==> src/rtl/hazard_ctrl.sv <==
// hazard_ctrl: pipeline sequencing controller for the 5-stage core.
// Produces stall/flush controls for PC, IF/ID, ID/EX and EX/MEM, sequences
// the post-redirect flush window that covers instruction-memory latency,
// and keeps saturating performance counters.
//
// Ports:
//   clk, rst                  clock, synchronous active-low reset
//   id_valid, id_rs1, id_rs2,
//   id_rs2_used               decode-stage instruction and its source selects
//   ex_mem_read, ex_rd,
//   ex_redirect               EX-stage load status, destination, redirect
//   mem_busy                  data memory cannot complete this cycle
//   perf_clr                  clear both performance counters
//   pc_stall .. exmem_stall   pipeline controls (combinational, same cycle)
//   stall_cycles              cycles with pc_stall=1 (saturating)
//   flush_events              accepted redirects (saturating)
module hazard_ctrl #(
   parameter int unsigned REG_SEL  = 5,
   parameter int unsigned IMEM_LAT = 1,
   parameter int unsigned CNT_W    = 16
) (
   input  logic               clk,
   input  logic               rst,
   input  logic               id_valid,
   input  logic [REG_SEL-1:0] id_rs1,
   input  logic [REG_SEL-1:0] id_rs2,
   input  logic               id_rs2_used,
   input  logic               ex_mem_read,
   input  logic [REG_SEL-1:0] ex_rd,
   input  logic               ex_redirect,
   input  logic               mem_busy,
   input  logic               perf_clr,
   output logic               pc_stall,
   output logic               ifid_stall,
   output logic               ifid_flush,
   output logic               idex_stall,
   output logic               idex_flush,
   output logic               exmem_stall,
   output logic [CNT_W-1:0]   stall_cycles,
   output logic [CNT_W-1:0]   flush_events
);

   localparam logic [2:0]       FLUSH_LEN = 3'(IMEM_LAT);
   localparam logic [CNT_W-1:0] CNT_MAX   = '1;

   typedef enum logic [1:0] {
      RUN      = 2'd0,
      FLUSH    = 2'd1,
      MEM_WAIT = 2'd2
   } state_t;

   state_t     state;
   state_t     ret_state;
   state_t     eff_state;
   logic [2:0] fcnt;
   logic       load_use;
   logic       redirect_taken;

   // Leaving MEM_WAIT, the cycle behaves as if already back in the saved state.
   assign eff_state = (state == MEM_WAIT) ? ret_state : state;

   // x0 is never a real producer, so ex_rd==0 cannot create a hazard.
   assign load_use = id_valid && ex_mem_read && (ex_rd != '0) &&
                     ((ex_rd == id_rs1) || (id_rs2_used && (ex_rd == id_rs2)));

   assign redirect_taken = rst && !mem_busy && ex_redirect;

   // Mealy control outputs, highest priority first.
   always_comb begin
      pc_stall    = 1'b0;
      ifid_stall  = 1'b0;
      ifid_flush  = 1'b0;
      idex_stall  = 1'b0;
      idex_flush  = 1'b0;
      exmem_stall = 1'b0;
      if (!rst) begin
         ifid_flush = 1'b1;
         idex_flush = 1'b1;
      end else if (mem_busy) begin
         pc_stall    = 1'b1;
         ifid_stall  = 1'b1;
         idex_stall  = 1'b1;
         exmem_stall = 1'b1;
      end else if (ex_redirect) begin
         ifid_flush = 1'b1;
         idex_flush = 1'b1;
      end else if (eff_state == FLUSH) begin
         ifid_flush = 1'b1;
      end else if (load_use) begin
         pc_stall   = 1'b1;
         ifid_stall = 1'b1;
         idex_flush = 1'b1;
      end
   end

   // Sequencer state, flush counter and performance counters.
   always_ff @(posedge clk) begin
      if (!rst) begin
         state        <= RUN;
         ret_state    <= RUN;
         fcnt         <= 3'd0;
         stall_cycles <= '0;
         flush_events <= '0;
      end else begin
         if (mem_busy) begin
            // Re-entry from MEM_WAIT keeps the originally saved state.
            if (state != MEM_WAIT) begin
               ret_state <= state;
            end
            state <= MEM_WAIT;
         end else if (ex_redirect) begin
            if (IMEM_LAT > 0) begin
               state <= FLUSH;
               fcnt  <= FLUSH_LEN;
            end else begin
               state <= RUN;
            end
         end else if (eff_state == FLUSH) begin
            fcnt  <= fcnt - 3'd1;
            state <= (fcnt == 3'd1) ? RUN : FLUSH;
         end else begin
            state <= RUN;
         end

         if (perf_clr) begin
            stall_cycles <= '0;
            flush_events <= '0;
         end else begin
            if (pc_stall && (stall_cycles != CNT_MAX)) begin
               stall_cycles <= stall_cycles + CNT_W'(1);
            end
            if (redirect_taken && (flush_events != CNT_MAX)) begin
               flush_events <= flush_events + CNT_W'(1);
            end
         end
      end
   end

endmodule

==> config.mk <==
export PLATFORM = sky130hd
export DESIGN_NAME = hazard_ctrl
export DESIGN_NICKNAME = d
export VERILOG_FILES = /design/src/rtl/hazard_ctrl.sv
export SDC_FILE = /design/constraint.sdc
export NUM_CORES = 1
export LEC_CHECK = 0
export BUFFER_PORTS_ARGS = -buffer_cell sky130_fd_sc_hd__buf_2
export CAP_MARGIN = 15
export CORE_UTILIZATION = 56
export CTS_CLUSTER_DIAMETER = 40
export CTS_CLUSTER_SIZE = 12
export DETAILED_ROUTE_END_ITERATION = 7
export GPL_TIMING_DRIVEN = 0
export PLACE_DENSITY = 0.87
export SETUP_SLACK_MARGIN = 0.05
export SYNTH_ARGS = -nofsm -noshare
export SYNTH_HDL_FRONTEND = slang
export SYNTH_SLANG_ARGS = --single-unit
==> constraint.sdc <==
create_clock -name clk -period 4.8 [get_ports clk]
set_input_delay 0.96 -clock clk [delete_from_list [all_inputs] [get_ports clk]]
set_output_delay 0.96 -clock clk [all_outputs]
set_load 0.1 [all_outputs]
==> results of run 1 <==
==> power by group through the flow <==
stage / sequential (mW) / combinational [mW] / clock, mW
after floorplan: 0.339 / 0.0625 / 0
after global placement: 0.335 / 0.0877 / 0
after detailed placement: 0.336 / 0.0888 / 0
after CTS: 0.328 / 0.0893 / 0.224
after global routing: 0.328 / 0.0953 / 0.237
final: 0.328 / 0.0884 / 0.221
==> metal layers <==
metal / global-route usage / up-vias
met5: 0 / -
met4: 0.0806 / 0
met3: 0.0536 / 8
met2: 0.438 / 49
met1: 0.298 / 909
li1: - / 1028
==> sequential cells by signal (all words and copies together), names as in the netlist <==
| name | flops |
|---|---|
| fcnt | 3 |
| flush_events | 16 |
| ret_state | 2 |
| stall_cycles | 16 |
| state | 2 |
==> cell usage after synthesis (2+ instances only) <==
| cell type | number |
|---|---|
| sky130_fd_sc_hd__nand3_1 | 14 |
| sky130_fd_sc_hd__o21ai_2 | 3 |
| sky130_fd_sc_hd__nor3_1 | 4 |
| sky130_fd_sc_hd__and2_1 | 4 |
| sky130_fd_sc_hd__ha_1 | 4 |
| sky130_fd_sc_hd__or4_1 | 5 |
| sky130_fd_sc_hd__o21ai_0 | 3 |
| sky130_fd_sc_hd__a21oi_2 | 9 |
| sky130_fd_sc_hd__or3_1 | 9 |
| sky130_fd_sc_hd__nor3_2 | 2 |
| sky130_fd_sc_hd__inv_1 | 4 |
| sky130_fd_sc_hd__nor2_1 | 22 |
| sky130_fd_sc_hd__nor2b_1 | 3 |
| sky130_fd_sc_hd__buf_2 | 2 |
| sky130_fd_sc_hd__nor4_1 | 2 |
| sky130_fd_sc_hd__nand2_1 | 17 |
| sky130_fd_sc_hd__o21ai_1 | 6 |
| sky130_fd_sc_hd__a21oi_1 | 11 |
| sky130_fd_sc_hd__nand2b_1 | 4 |
| sky130_fd_sc_hd__xnor2_1 | 13 |
| sky130_fd_sc_hd__buf_6 | 2 |
| sky130_fd_sc_hd__buf_4 | 2 |
| sky130_fd_sc_hd__nand4_1 | 13 |
| sky130_fd_sc_hd__o31ai_1 | 4 |
| sky130_fd_sc_hd__dfxtp_1 | 39 |
| sky130_fd_sc_hd__and4_1 | 2 |
| sky130_fd_sc_hd__xor2_1 | 11 |
| sky130_fd_sc_hd__clkbuf_1 | 5 |
| sky130_fd_sc_hd__and3_1 | 4 |
==> area by class of cell <==
class	instances	area [µm²]
Sequential cell	39	781
Buffer	12	86.3
Timing Repair Buffer	59	295
Clock inverter	2	12.5
Fill cell	311	1090
Inverter	5	21.3
Tap cell	48	60.1
Multi-Input combinational cell	191	1270
Clock buffer	6	72.6
==> cells in the final DEF (no fill, tap or decap), types with 6 or more instances in the layout <==
cell type	count
sky130_fd_sc_hd__nor2_1	22
sky130_fd_sc_hd__or3_1	9
sky130_fd_sc_hd__clkbuf_1	6
sky130_fd_sc_hd__a21oi_1	11
sky130_fd_sc_hd__o21ai_1	6
sky130_fd_sc_hd__xor2_1	11
sky130_fd_sc_hd__xnor2_1	13
sky130_fd_sc_hd__a21oi_2	9
sky130_fd_sc_hd__nand4_1	13
sky130_fd_sc_hd__nand3_1	14
sky130_fd_sc_hd__dfxtp_1	39
sky130_fd_sc_hd__nand2_1	17
sky130_fd_sc_hd__buf_2	61
==> logic make-up after synthesis <==
group                      after synthesis  share of synthesized area
AOI/OAI and AO/OA                       47                      0.162
xor gates and xnor gates                24                     0.0973
adders and majority gates                4                     0.0232
buffers and inverters                   17                     0.0498
DFF                                     39                      0.362
muxes                                    1                    0.00464
and+or+nand+nor                        115                      0.302
==> how the worst min path moves through the flow <==
stage | endpoint | slack, ps | startpoint
after floorplan | ret_state[1] | 440 | ret_state[1]
after global placement | ret_state[1] | 460 | ret_state[1]
after detailed placement | ret_state[1] | 470 | ret_state[1]
after CTS | ret_state[1] | 490 | ret_state[1]
after global routing | ret_state[1] | 520 | ret_state[1]
final | ret_state[1] | 490 | ret_state[1]
==> worst max-delay path, stage by stage <==
cell and delay (ps):
sky130_fd_sc_hd__buf_2 120, sky130_fd_sc_hd__or4_4 530, sky130_fd_sc_hd__o211ai_2 180, sky130_fd_sc_hd__nor2_2 80, sky130_fd_sc_hd__a31oi_4 220, sky130_fd_sc_hd__buf_6 170
sky130_fd_sc_hd__inv_4 50, sky130_fd_sc_hd__buf_4 120, sky130_fd_sc_hd__buf_2 280
==> Implementation_results.wiki, run 1 <==
{| class="wikitable"
! Metric !! Value
|-
| Detail-routed net length per standard cell || about 13 µm
|-
| Number of post-CTS setup repair buffers || 0
|-
| Most used flip-flop cell after synthesis || sky130_fd_sc_hd__dfxtp_1
|-
| Count of hold buffers inserted by post-cts repair || 0
|-
| Placed inst area || 2510 µm²
|-
| Top post-synthesis cells by area || sky130_fd_sc_hd__dfxtp_1 (36%), sky130_fd_sc_hd__xnor2_1 (5.3%), sky130_fd_sc_hd__xor2_1 (4.5%)
|-
| Number of clock sinks || 39
|-
| Endpoint type of the worst setup path || primary output
|-
| Comb pwr share || 0.139
|-
| Beginning of the worst register-to-register path || stall_cycles[2]
|-
| Unrepaired setup endpoints after global routing || false
|-
| Proportion of netlist area held by the largest area contributor || 0.362
|-
| Fmax || 272 MHz
|-
| Root cell of the clock tree || sky130_fd_sc_hd__clkbuf_8
|-
| Post-placement cell count || 354
|-
| Die outline width || 64.1 µm
|-
| Full die area || approximately 4100 µm²
|-
| Vertical die dimension || ~64 µm
|-
| Max cap viols || 0
|-
| Clock Skew || 5.21 ps
|-
| Synthesized netlist net count || 274
|-
| Net switching power figure || 181 µW
|-
| Syn Inst Count || 247
|-
| Vias || ~2000
|-
| Launching instance or port of the critical path || ex_rd[1]
|-
| Worst rel slew slack || 0.540
|-
| Met2 wirelength from detailed routing || 2300 µm
|-
| Setup TNS Final || 0 ps
|-
| End point of the critical path || pc_stall
|-
| 1st-pass router iterations || 4
|-
| Worst IR Drop VDD || 0.180 mV
|-
| Reg2reg end || stall_cycles[7]
|-
| Number of buffers added by the clock tree synthesis step || 5
|-
| Class of the worst hold path || reg -> reg
|-
| Cell Area, Synth || 2160 µm²
|-
| Final Cell Area || between 2000 and 3000 µm²
|-
| Placement row count || 22
|-
| Clock transition at path regs || 70 ps
|-
| Wire length of the first global-routing pass || 8130 µm
|-
| Minimum setup slack after placement || 1150 ps
|-
| Register-to-Register Setup Slack || about 2700 ps
|-
| Met3 layer wire length in the routed design || between 200 and 250 µm
|-
| First DRT Iteration DRCs || between 100 and 150
|-
| Clock power frac || 0.347
|-
| H-tree lvl count || 2
|-
| Number of enable flip-flop cells after synthesis || 0
|-
| Initial standard-cell utilization of the core || 0.585
|-
| Final setup violation count || 0
|-
| Total congestion overflow after global routing || 0
|-
| Fraction of final layout cells with drive strength greater than 1 || 0.312
|-
| Relative contribution of sequential cells to total power || 0.514
|-
| Remaining design rule violation count || 0
|-
| Power Density || 245 nW/µm²
|-
| Total internal power || ~460 µW
|-
| Top metal layer carrying routed signals || met4
|-
| Clock Latency Late Sink || 290 ps
|-
| Worst EP required || 3840 ps
|-
| Hold violation count in the final report || 0
|-
| Antenna violations before repair || 0
|-
| Worst setup slack after layout || roughly 1100 ps
|-
| Per-cell via count in the routed design || 5.51
|-
| TritonCTS clock tree || done
|-
| Slew Viols, Final || 0
|-
| Global routing usage summed across all routing layers || 0.248
|-
| Type of origin of the critical path || input port
|-
| Largest area contributor in the netlist || sky130_fd_sc_hd__dfxtp_1
|-
| Final RePlAce weighted congestion || just over 0.8
|-
| Library cells used by synthesis || 53
|-
| Post-route non-filler standard cell count || 362
|-
| Yosys reg bits || 39
|-
| Async set or reset register ratio after synthesis || 0
|-
| Post-route core utilization || 0.705
|-
| Sequential cell area fraction in the yosys report || 0.362
|-
| Average size of a mapped cell || ~8.7 µm²
|-
| Slew at the pin closest to its max-slew limit || 690 ps
|-
| Standby leakage power || 0.988 nW
|-
| Reg2reg path depth || 7
|-
| Boundary pin count || 61
|-
| Hold Worst Slack || about 490 ps
|-
| Sw Ratio || 0.284
|-
| Final-stage net count || 340
|-
| Hold Path Stages || 2
|-
| Antenna cell count || 0
|-
| Pin count of the biggest net entering global routing || 13
|-
| Synthesis Warnings || 0
|-
| Min Clock Period, post-route || 3670 ps
|-
| Routed WL || 4610 µm
|-
| Core Box Area || roughly 3700 µm²
|-
| Number of port buffers || 59
|-
| Resized Gates After CTS || 0
|-
| Biggest fanout along the worst timing path || 10
|-
| HPWL Detailed || 3420 µm
|-
| Share of the clock period used by the worst path after layout || 0.766
|-
| Type of the worst setup path || in -> out
|-
| Number of nets with antenna violations after routing || 0
|-
| Clock tree buffer depth || 2
|-
| Critical path arrival || around 2700 ps
|-
| Outcome || completed
|-
| Number of global-route vias before repair || 1877
|-
| WL met1 || 2040 µm
|-
| Layout area overhead || 20.4%
|-
| Tot Pwr || around 640 µW
|}
No activity file was read; power rests on OpenSTA's default activity.
==> run 2: changes to the inputs <==
Settings changed: ABC_AREA from default to 1, CORE_UTILIZATION 56 to 53, PLACE_DENSITY 0.87 to 0.82.
Clock period 4.8 ns to 3.9 ns, I/O delays scaled along.
==> run 2 against run 1 <==
Count of clock-buffer cells in the layout decreased by 1. Sequential share of layout area decreased by 2.5 points. Combinational power increased by 30%. Register-to-register slack got worse by 700 ps. Critical endpoint unchanged. Synthesized cell count increased by 47%. Synthesized area increased by 9.6%. Setup slack got worse by 350 ps. Global-route usage increased by 0.66 points. Critical path type unchanged.
==> Implementation_results.wiki, run 2 <==
{| class="wikitable"
! Metric !! Value
|-
| Worst EP required || 3120 ps (-720 ps)
|-
| Fraction of final layout cells with drive strength greater than 1 || 0.196 (-0.116)
|-
| Average size of a mapped cell || 6.54 µm² (-25%)
|-
| Type of origin of the critical path || input port
|-
| Final RePlAce weighted congestion || 0.917 (+12%)
|-
| Largest registers || flush_events x16, stall_cycles x16, fcnt x3
|-
| Share of the clock period used by the worst path after layout || 0.801
|-
| Count of hold buffers inserted by post-cts repair || 0 (unchanged)
|-
| Final-stage net count || 456 (+34%)
|-
| Vias || 2495 (+25%)
|-
| Class of the worst hold path || reg -> reg
|-
| Slew at the pin closest to its max-slew limit || 705 ps (+15.9 ps)
|-
| Library cells used by synthesis || 30 (-43%)
|-
| Top post-synthesis cells by area || sky130_fd_sc_hd__dfxtp_1 (33%), sky130_fd_sc_hd__nand2_1 (15%), sky130_fd_sc_hd__inv_1 (7.8%)
|-
| Met3 layer wire length in the routed design || 211 µm (unchanged)
|-
| Clock Skew || 8.60 ps (+3.39 ps)
|-
| Top cells by count, synth || sky130_fd_sc_hd__nand2_1 (93), sky130_fd_sc_hd__inv_1 (49), sky130_fd_sc_hd__dfxtp_1 (39), sky130_fd_sc_hd__nor2_1 (39)
|-
| Beginning of the worst register-to-register path || stall_cycles[0]
|-
| Worst rel slew slack || 0.528 (-0.0123)
|-
| Clock Latency Late Sink || 300 ps (about the same)
|-
| Min-Delay Startpoint || ret_state[1]
|-
| Number of post-CTS setup repair buffers || 0 (unchanged)
|-
| Fmax || 320 MHz
|-
| Resized Gates After CTS || 0 (unchanged)
|-
| Total congestion overflow after global routing || 0 (unchanged)
|-
| Met2 wirelength from detailed routing || 2620 µm (+14%)
|-
| Die outline width || 68.8 µm (+7.4%)
|-
| Most frequent cells in the layout || sky130_fd_sc_hd__nand2_1 (93), sky130_fd_sc_hd__buf_2 (65), sky130_fd_sc_hd__inv_1 (49), sky130_fd_sc_hd__nor2_1 (39), sky130_fd_sc_hd__dfxtp_1 (39)
|-
| Detail-routed net length per standard cell || 11.4 µm (-11%)
|-
| Hold violation count in the final report || 0 (unchanged)
|-
| Remaining design rule violation count || 0 (unchanged)
|-
| Number of buffers added by the clock tree synthesis step || 5 (unchanged)
|-
| Wire length of the first global-routing pass || 9070 µm (+12%)
|-
| Vertical die dimension || 68.8 µm (+7.4%)
|-
| Biggest fanout along the worst timing path || 11 (+1)
|-
| Endpoint type of the worst setup path || primary output
|-
| TritonCTS clock tree || done
|-
| Synthesis Warnings || 0 (unchanged)
|-
| Synthesized netlist net count || 389 (+42%)
|-
| Boundary pin count || 61 (unchanged)
|-
| Number of enable flip-flop cells after synthesis || 0 (unchanged)
|-
| HPWL Detailed || 3990 µm (+17%)
|-
| Slew Viols, Final || 0 (unchanged)
|-
| Core Box Area || 4140 µm² (+12%)
|-
| Clock transition at path regs || 70 ps (about the same)
|-
| Antenna violations before repair || 0 (unchanged)
|-
| Number of clock sinks || 39 (unchanged)
|-
| Async set or reset register ratio after synthesis || 0 (unchanged)
|-
| Most used flip-flop cell after synthesis || sky130_fd_sc_hd__dfxtp_1
|-
| Min Clock Period, post-route || 3120 ps
|-
| Sequential cell area fraction in the yosys report || 0.330 (-0.0317)
|-
| Max cap viols || 0 (unchanged)
|-
| Number of port buffers || 60 (+1.7%)
|-
| Critical path arrival || 2340 ps (-370 ps)
|-
| Type of the worst setup path || in -> out
|-
| Setup TNS Final || 0 ps (unchanged)
|-
| Root cell of the clock tree || sky130_fd_sc_hd__clkbuf_8
|-
| Largest area contributor in the netlist || sky130_fd_sc_hd__dfxtp_1
|-
| Final setup violation count || 0 (unchanged)
|-
| Yosys reg bits || 39 (unchanged)
|-
| Most common library cell in the layout ignoring fill and taps || sky130_fd_sc_hd__nand2_1
|-
| Routed WL || 5450 µm (+18%)
|-
| Outcome || completed
|-
| Global routing usage summed across all routing layers || 0.255 (+0.00656)
|-
| Post-route core utilization || 0.684 (-0.0204)
|-
| Number of global-route vias before repair || 2229 (+19%)
|-
| Initial standard-cell utilization of the core || 0.571 (-0.0142)
|-
| Most frequently used cell type in the post-synthesis netlist || sky130_fd_sc_hd__nand2_1
|-
| Per-cell via count in the routed design || 5.21 (-5.4%)
|-
| Launching instance or port of the critical path || ex_rd[4]
|-
| Placement row count || 23 (+4.5%)
|-
| Number of nets with antenna violations after routing || 0 (unchanged)
|-
| Proportion of netlist area held by the largest area contributor || 0.330 (-0.0317)
|-
| Unrepaired setup endpoints after global routing || false
|-
| Layout area overhead || 19.8%
|-
| First DRT Iteration DRCs || 147 (-1.3%)
|-
| Pin count of the biggest net entering global routing || 13 (unchanged)
|-
| Clock tree buffer depth || 2 (unchanged)
|-
| Antenna cell count || 0 (unchanged)
|-
| H-tree lvl count || 2 (unchanged)
|-
| Cell Area, Synth || 2370 µm² (+9.6%)
|-
| Standby leakage power || 1.33 nW (+34%)
|-
| Top metal layer carrying routed signals || met4
|-
| Power Density || 300 nW/µm² (+22%)
|-
| 1st-pass router iterations || 4 (unchanged)
|-
| Syn Inst Count || 362 (+47%)
|-
| WL met1 || 2530 µm (+24%)
|-
| Fill cell instance count of the final layout || 390 (+25%)
|-
| Worst IR Drop VDD || 0.194 mV (+7.6%)
|-
| Full die area || 4740 µm² (+15%)
|}
[run 2: cell count changes after synthesis, sizes merged, moves of 9 or more]
| cell | before | now |
|---|---|---|
| nand2 | 17 | 97 |
| inv | 5 | 49 |
| nand3 | 14 | 32 |
| nor2 | 23 | 40 |
| a21oi | 20 | 33 |
| or3 | 9 | 0 |
[run 2: cell families after synthesis]
| logic type | Yosys count | synth area share |
|---|---|---|
| compound gates | 46 | 0.103 |
| flops | 39 | 0.330 |
| fa+ha+maj | 4 | 0.0211 |
| simple gates | 191 | 0.358 |
| buf+inv | 59 | 0.103 |
| xor+xnor | 23 | 0.0851 |
[run 2: cell type report]
type | count | area [µm²] | area share
timing repair buffer | 60 | 300 | 0.106
clock inverter | 2 | 37.5 | 0.0132
sequential | 39 | 781 | 0.275
multi-input combinational | 264 | 1340 | 0.474
clock buffer | 5 | 68.8 | 0.0243
inverter | 49 | 184 | 0.0648
tap | 50 | 62.6 | 0.0221
buffer | 10 | 58.8 | 0.0207
[run 2: critical path: stages]
cell and delay [ps]:
sky130_fd_sc_hd__buf_2 100, sky130_fd_sc_hd__inv_1 60, sky130_fd_sc_hd__nand2_1 50, sky130_fd_sc_hd__nand2_1 40
sky130_fd_sc_hd__nor2_1 110, sky130_fd_sc_hd__nand3_1 80, sky130_fd_sc_hd__nand2_1 90, sky130_fd_sc_hd__nand3_1 70
sky130_fd_sc_hd__nand2_1 150, sky130_fd_sc_hd__buf_2 260, sky130_fd_sc_hd__buf_4 140, sky130_fd_sc_hd__buf_2 410
[run 2: final timing paths]
kind / endpoint / slack (ps) / depth (start not counted)
hold reg to reg: ret_state[1] / 460 / 2
setup / recovery: pc_stall / 780 / 12
setup reg to reg: stall_cycles[0] / 1990 / 9
hold / removal: ret_state[1] / 460 / 2
[run 2: routing by layer]
layer,track usage,vias up
met4,0.0969,0
li1,-,1288
met5,0,-
met3,0.0428,11
met1,0.290,1142
met2,0.471,54
[run 2: report_power, final]
part	switching, mW	total [mW]	internal, mW
combinational	0.0826	0.115	0.0320
sequential	0.00342	0.406	0.403
clock	0.144	0.331	0.187
total	0.230	0.852	0.622
[run 2: stage by stage]
step | power [mW] | area, µm² | cells | hold slack [ps] | setup slack [ps]
floorplan | 0.499 | 2370 | 362 | 436 | 214
global placement | 0.528 | 2730 | 472 | 453 | 789
detailed placement | 0.530 | 2730 | 472 | 459 | 770
CTS | 0.855 | 2840 | 479 | 469 | 763
global route | 0.879 | 2840 | 479 | 498 | 589
finish | 0.852 | 2840 | 479 | 464 | 776
